===== src/rtl/intr_ack_pkg.sv =====
// Shared definitions for the interrupt acknowledge sequencer: FSM state
// encoding and the default INTA# pulse/gap lengths.
package intr_ack_pkg;

  typedef enum logic [2:0] {
    ST_IDLE    = 3'd0,
    ST_INTA1   = 3'd1,
    ST_GAP     = 3'd2,
    ST_INTA2   = 3'd3,
    ST_PRESENT = 3'd4
  } state_e;

  localparam int unsigned DEFAULT_INTA_LOW_CYCLES = 32'd4;
  localparam int unsigned DEFAULT_INTA_GAP_CYCLES = 32'd2;

endpackage


===== src/rtl/intr_ack_phase_timer.sv =====
// 8-bit down-counter timing each INTA# phase. A load presets the phase
// length minus one; terminal_count flags the last clock of the phase.
module intr_ack_phase_timer (
  input  logic       clock,
  input  logic       reset,
  input  logic       load,
  input  logic [7:0] load_value,
  output logic       terminal_count
);

  logic [7:0] count_r;

  // Phase counter: reload on phase entry, otherwise count down and rest at zero.
  always_ff @(posedge clock) begin
    if (reset) begin
      count_r <= 8'h00;
    end else if (load) begin
      count_r <= load_value;
    end else if (count_r != 8'h00) begin
      count_r <= count_r - 8'h01;
    end else begin
      count_r <= count_r;
    end
  end

  assign terminal_count = (count_r == 8'h00);

endmodule


===== src/rtl/intr_ack_sequencer.sv =====
// Two-pulse interrupt acknowledge sequencer: accepts INTR when enabled,
// issues two INTA# pulses with bus lock, captures the type byte during the
// second pulse and holds it for the CPU core until accepted.
module intr_ack_sequencer
  import intr_ack_pkg::*;
#(
  parameter int unsigned INTA_LOW_CYCLES = DEFAULT_INTA_LOW_CYCLES,
  parameter int unsigned INTA_GAP_CYCLES = DEFAULT_INTA_GAP_CYCLES
) (
  input  logic       clock,
  input  logic       reset,
  input  logic       interrupt,
  input  logic       interrupt_enable,
  output logic       interrupt_acknowledge_n,
  output logic       bus_lock,
  input  logic [7:0] data_bus_in,
  output logic [7:0] vector,
  output logic       vector_valid,
  input  logic       vector_ready,
  output logic       busy
);

  localparam logic [7:0] LOW_LOAD = 8'(INTA_LOW_CYCLES - 32'd1);
  localparam logic [7:0] GAP_LOAD = 8'(INTA_GAP_CYCLES - 32'd1);

  state_e     state_r;
  state_e     next_state_s;
  logic       load_s;
  logic [7:0] load_value_s;
  logic       capture_s;
  logic       terminal_count_s;
  logic       inta_n_r;
  logic       bus_lock_r;
  logic [7:0] vector_r;
  logic       vector_valid_r;
  logic       busy_r;

  intr_ack_phase_timer u_phase_timer (
    .clock          (clock),
    .reset          (reset),
    .load           (load_s),
    .load_value     (load_value_s),
    .terminal_count (terminal_count_s)
  );

  // Next-state logic, phase counter load requests and vector capture strobe.
  always_comb begin
    next_state_s = state_r;
    load_s       = 1'b0;
    load_value_s = 8'h00;
    capture_s    = 1'b0;
    case (state_r)
      ST_IDLE: begin
        if (interrupt && interrupt_enable) begin
          next_state_s = ST_INTA1;
          load_s       = 1'b1;
          load_value_s = LOW_LOAD;
        end else begin
          next_state_s = ST_IDLE;
        end
      end
      ST_INTA1: begin
        if (terminal_count_s) begin
          next_state_s = ST_GAP;
          load_s       = 1'b1;
          load_value_s = GAP_LOAD;
        end else begin
          next_state_s = ST_INTA1;
        end
      end
      ST_GAP: begin
        if (terminal_count_s) begin
          next_state_s = ST_INTA2;
          load_s       = 1'b1;
          load_value_s = LOW_LOAD;
        end else begin
          next_state_s = ST_GAP;
        end
      end
      ST_INTA2: begin
        if (terminal_count_s) begin
          next_state_s = ST_PRESENT;
          capture_s    = 1'b1;
        end else begin
          next_state_s = ST_INTA2;
        end
      end
      ST_PRESENT: begin
        if (vector_valid_r && vector_ready) begin
          next_state_s = ST_IDLE;
        end else begin
          next_state_s = ST_PRESENT;
        end
      end
      default: begin
        next_state_s = ST_IDLE;
      end
    endcase
  end

  // State register and outputs, all derived from the next state so every
  // output comes straight from a flop.
  always_ff @(posedge clock) begin
    if (reset) begin
      state_r        <= ST_IDLE;
      inta_n_r       <= 1'b1;
      bus_lock_r     <= 1'b0;
      vector_r       <= 8'h00;
      vector_valid_r <= 1'b0;
      busy_r         <= 1'b0;
    end else begin
      state_r        <= next_state_s;
      inta_n_r       <= !((next_state_s == ST_INTA1) || (next_state_s == ST_INTA2));
      bus_lock_r     <= (next_state_s == ST_INTA1) || (next_state_s == ST_GAP) ||
                        (next_state_s == ST_INTA2);
      vector_valid_r <= (next_state_s == ST_PRESENT);
      busy_r         <= (next_state_s != ST_IDLE);
      if (capture_s) begin
        vector_r <= data_bus_in;
      end else begin
        vector_r <= vector_r;
      end
    end
  end

  assign interrupt_acknowledge_n = inta_n_r;
  assign bus_lock                = bus_lock_r;
  assign vector                  = vector_r;
  assign vector_valid            = vector_valid_r;
  assign busy                    = busy_r;

endmodule

===== config.mk =====
export PLATFORM = sky130hd
export DESIGN_NAME = intr_ack_sequencer
export DESIGN_NICKNAME = d
export VERILOG_FILES = /design/src/rtl/intr_ack_pkg.sv /design/src/rtl/intr_ack_phase_timer.sv /design/src/rtl/intr_ack_sequencer.sv
export SDC_FILE = /design/constraint.sdc
export NUM_CORES = 1
export LEC_CHECK = 0
export BUFFER_PORTS_ARGS = -buffer_cell sky130_fd_sc_hd__buf_2
export CORE_ASPECT_RATIO = 0.9
export CORE_MARGIN = 4
export CORE_UTILIZATION = 58
export CTS_BUF_LIST = sky130_fd_sc_hd__clkbuf_4
export CTS_CLUSTER_DIAMETER = 50
export DETAILED_ROUTE_END_ITERATION = 7
export PLACE_DENSITY = 0.83
export SYNTH_ARGS = -nofsm -noshare
export SYNTH_HDL_FRONTEND = slang
export SYNTH_HIERARCHICAL = 1
export SYNTH_SLANG_ARGS = --single-unit

===== constraint.sdc =====
create_clock -name clock -period 4.39 [get_ports clock]
set_clock_uncertainty 0.15 [all_clocks]
set_input_delay 0.439 -clock clock [delete_from_list [all_inputs] [get_ports clock]]
set_output_delay 0.439 -clock clock [all_outputs]
set_load 0.1 [all_outputs]

==> summary.md <==
| Metric | Value |
|---|---|
| Run status | `completed` |
| Slowest CP cell | `sky130_fd_sc_hd__nor2_1` |
| Max IR drop VDD | `0.000361 V` |
| Setup tns final | `0 ns` |
| Ys Warns | `6` |
| Number of antenna violations at the first check in global routing | `0` |
| Relative max-transition margin | `50.4%` |
| Final worst setup slack | `1.61 ns` |
| Remaining Overflow, GRT | `0` |
| Antenna Nets Post-Route | `0` |
| Startpoint of the worst hold path | `data_bus_in[3]` |
| Routed vias | `948` |
| Ratio of cells with drive above 1 in the final layout | `22.7%` |
| Pre-CTS WS | `1.66 ns` |
| Endpoint of the worst hold-timing path | `vector[3]` |
| Ordered cell list for the critical path | `nor4_4 -> and4bb_1 -> a22oi_1 -> nor2_1 -> or2_2 -> o32ai_1` |
| Site Rows | `14` |
| Half-perimeter wire length after placement | `1.71 mm` |
| Number of DRC violations after detailed-routing iteration 0 | `23` |
| Cell depth of the worst min-delay path | `3` |
| Port bufs | `24` |
| Reg clk slew, reported paths | `0.13 ns` |
| Largest net degree at the start of global routing | `25` |
| Power per cell area | `626 nW/µm²` |
| TritonCTS buffer count | `3` |
| RSZ-0062 raised after global routing | `false` |
| Number of fill cells | `136` |
| Mapped Area | `1090 µm²` |
| Clk_lat worst skew | `0.32 ns` |
| Clock Path Buffers | `2` |
| Io pins | `25` |
| Standby leakage power | `0.000536 µW` |
| Required time reported for the critical path endpoint | `4.43 ns` |
| Highest net fanout along the worst path | `15` |
| Average footprint of a synthesized cell | `8.75 µm²` |
| FF-to-FF End | `u_phase_timer/count_r[3]` |
| Overall die area | `2650 µm²` |
| Initial Utilization | `63.1%` |
| Number of buffers inserted to repair setup after CTS | `0` |
| Floorplan die height | `49.2 µm` |
| Flops & latches, synth | `23` |
| Deepest level of the CTS H-tree | `1` |
| Worst Path Arrival | `2.83 ns` |
| Type of origin of the critical path | `register` |
| Die W | `53.8 µm` |
| Area growth from synthesis to layout | `12.9%` |
| Max Cap Viol | `0` |
| Proportion of synthesized flip-flops having asynchronous set or reset | `0%` |
| Final weighted congestion in routability-driven placement | `0.727` |
| Placed instance area | `1210 µm²` |
| Global-route total usage across every layer | `20.5%` |
| Worst reg2reg path startpoint | `u_phase_timer/count_r[3]` |
| Number of distinct library cells after synthesis | `39` |
| Clock sinks | `23` |
| Non-Filler Cell Area, Final | `1230 µm²` |
| Crit-path max cell delay | `0.60 ns` |
| Start-to-end type of the worst setup path | `register to register` |
| Post-cts hold buffer count | `0` |
| Most common flop cell mapped by yosys | `sky130_fd_sc_hd__dfxtp_1` |
| Detailed Routing Iterations Pass 1 | `5` |
| Net count of the finished layout | `165` |
| Via count of the first global-routing pass | `896` |
| Number of diodes | `0` |
| Nature of the critical path endpoint | `register` |
| Post-route total power | `773 µW` |
| First-pass GRT wire length | `3.97 mm` |
| DRC errors left | `0` |
| Number of flops mapped to enable cells by yosys | `0` |
| Final hold violations | `0` |
| Depth of the worst register-to-register path | `6` |
| Root cell of the clock tree | `sky130_fd_sc_hd__clkbuf_4` |
| Post-Synthesis Cells | `125` |
| Final critical path time including I/O delays and setup | `2.78 ns` |
| Drt via density | `5.45` |
| Clock tree from TritonCTS | `built` |
| Hold/Removal Path Class | `primary input to register` |
| Maximum achievable frequency | `359 MHz` |
| Wire per inst | `13.5 µm` |
| Period Utilization, post-route | `63.4%` |
| Final max-slew violation count | `0` |
| Fraction of the yosys area taken by sequential cells | `42.1%` |
| Least-Margin Pin Slew | `0.742 ns` |
| Number of resized instances in the post-cts repair step | `0` |
| WL final | `2.34 mm` |
| Setup-violating endpoint count in the final report | `0` |
| Core Box Area | `1730 µm²` |
| Setup slack, reg-to-reg | `1.61 ns` |
-- area by class of cell --
| type | count | area, µm² | share of cell area (%) |
|---|---|---|---|
| clock inverters | 1 | 5.00 | 0.405 |
| repair buffers | 24 | 120 | 9.73 |
| clock buffers | 3 | 22.5 | 1.82 |
| well taps | 24 | 30.0 | 2.43 |
| inverters | 4 | 15.0 | 1.22 |
| flip-flops and latches | 23 | 460 | 37.3 |
| multi-input cells | 95 | 582 | 47.1 |
-- cell families (layout without fill, tap and decap cells) --
family	count (synthesis)	count (layout)	share of synthesized area, %
DFF	23	23	42.1
adders and majority gates	1	1	1.14
other	1	6	0.343
buffers and inverters	12	32	6.41
muxes	1	1	0.915
and+or+nand+nor	56	56	28.5
AOI/OAI and AO/OA	25	25	15.8
xor gates and xnor gates	6	6	4.81
-- worst max-delay path, delay by kind of cell (launching register included) --
kind / cells / cell delay, ns
simple gates: 4 / 1.84
compound gates: 2 / 0.27
flops: 1 / 0.39
-- cells in the mapped netlist, drive strengths merged, types with 2 or more instances --
master,n,area share [%]
nand3,2,0.92
a21oi,11,5.0
and3,2,1.1
xnor2,3,2.4
xor2,3,2.4
o32ai,4,3.2
nand2,26,8.9
buf,5,4.0
nor2,5,1.7
and4b,2,1.9
nor3,7,3.2
dfxtp,23,42
inv,4,1.4
nor2b,2,1.1
clkbuf,3,1.0
or2,2,1.1
o2bb2ai,2,1.6
-- per-stage QoR --
step,cells,hold slack (ns),utilization [%]
CTS,174,0.186,71.2
finish,174,0.192,71.2
floorplan,130,0.357,-
detailed placement,170,0.295,69.6
global placement,170,0.289,69.6
global route,174,0.173,71.2
-- layer usage --
layer / routed length [µm] / global-route usage, % / share of wire [%]
met1: 934 / 24.2 / 40
met2: 1220 / 34.5 / 52
met3: 140 / 5.50 / 6.0
met4: 52 / 6.81 / 2.2
met5: 0 / 0 / 0
-- sequential cells by signal, indices dropped and copies added (netlist names) --
signal	cells
u_phase_timer/count_r	8
vector	8
state_r	3
bus_lock	1
busy	1
interrupt_acknowledge_n	1
vector_valid	1
-- power by group --
group,leakage [µW],internal (µW),switching [µW]
sequential,0.000188,255,56.0
clock,0.0000177,34.1,64.2
combinational,0.000330,135,228
-- how the worst max path moves through the flow --
stage,start,to,cells past startpoint
2_1_floorplan,u_phase_timer/count_r[3],u_phase_timer/count_r[0],10
3_3_place_gp,u_phase_timer/count_r[3],u_phase_timer/count_r[3],6
3_5_place_dp,u_phase_timer/count_r[3],u_phase_timer/count_r[3],6
4_1_cts,u_phase_timer/count_r[3],u_phase_timer/count_r[3],6
5_1_grt,u_phase_timer/count_r[3],u_phase_timer/count_r[5],6
6_report,u_phase_timer/count_r[3],u_phase_timer/count_r[3],6
-- layout by cell type, fill, tap and decap left out, types with 2 or more instances in the layout --
cell / Yosys / routed
sky130_fd_sc_hd__nand2_1: 26 / 26
sky130_fd_sc_hd__buf_2: 2 / 24
sky130_fd_sc_hd__dfxtp_1: 23 / 23
sky130_fd_sc_hd__a21oi_1: 11 / 11
sky130_fd_sc_hd__nor3_1: 7 / 7
sky130_fd_sc_hd__conb_1: 1 / 6
sky130_fd_sc_hd__nor2_1: 5 / 5
sky130_fd_sc_hd__inv_1: 4 / 4
sky130_fd_sc_hd__o32ai_1: 4 / 4
sky130_fd_sc_hd__xor2_1: 3 / 3
sky130_fd_sc_hd__clkbuf_4: 0 / 3
sky130_fd_sc_hd__xnor2_1: 3 / 3
sky130_fd_sc_hd__and3_1: 2 / 2
sky130_fd_sc_hd__o2bb2ai_1: 2 / 2
sky130_fd_sc_hd__nand3_1: 2 / 2
sky130_fd_sc_hd__nor2b_1: 2 / 2
Note: power is estimated with default switching activity, not from simulation.
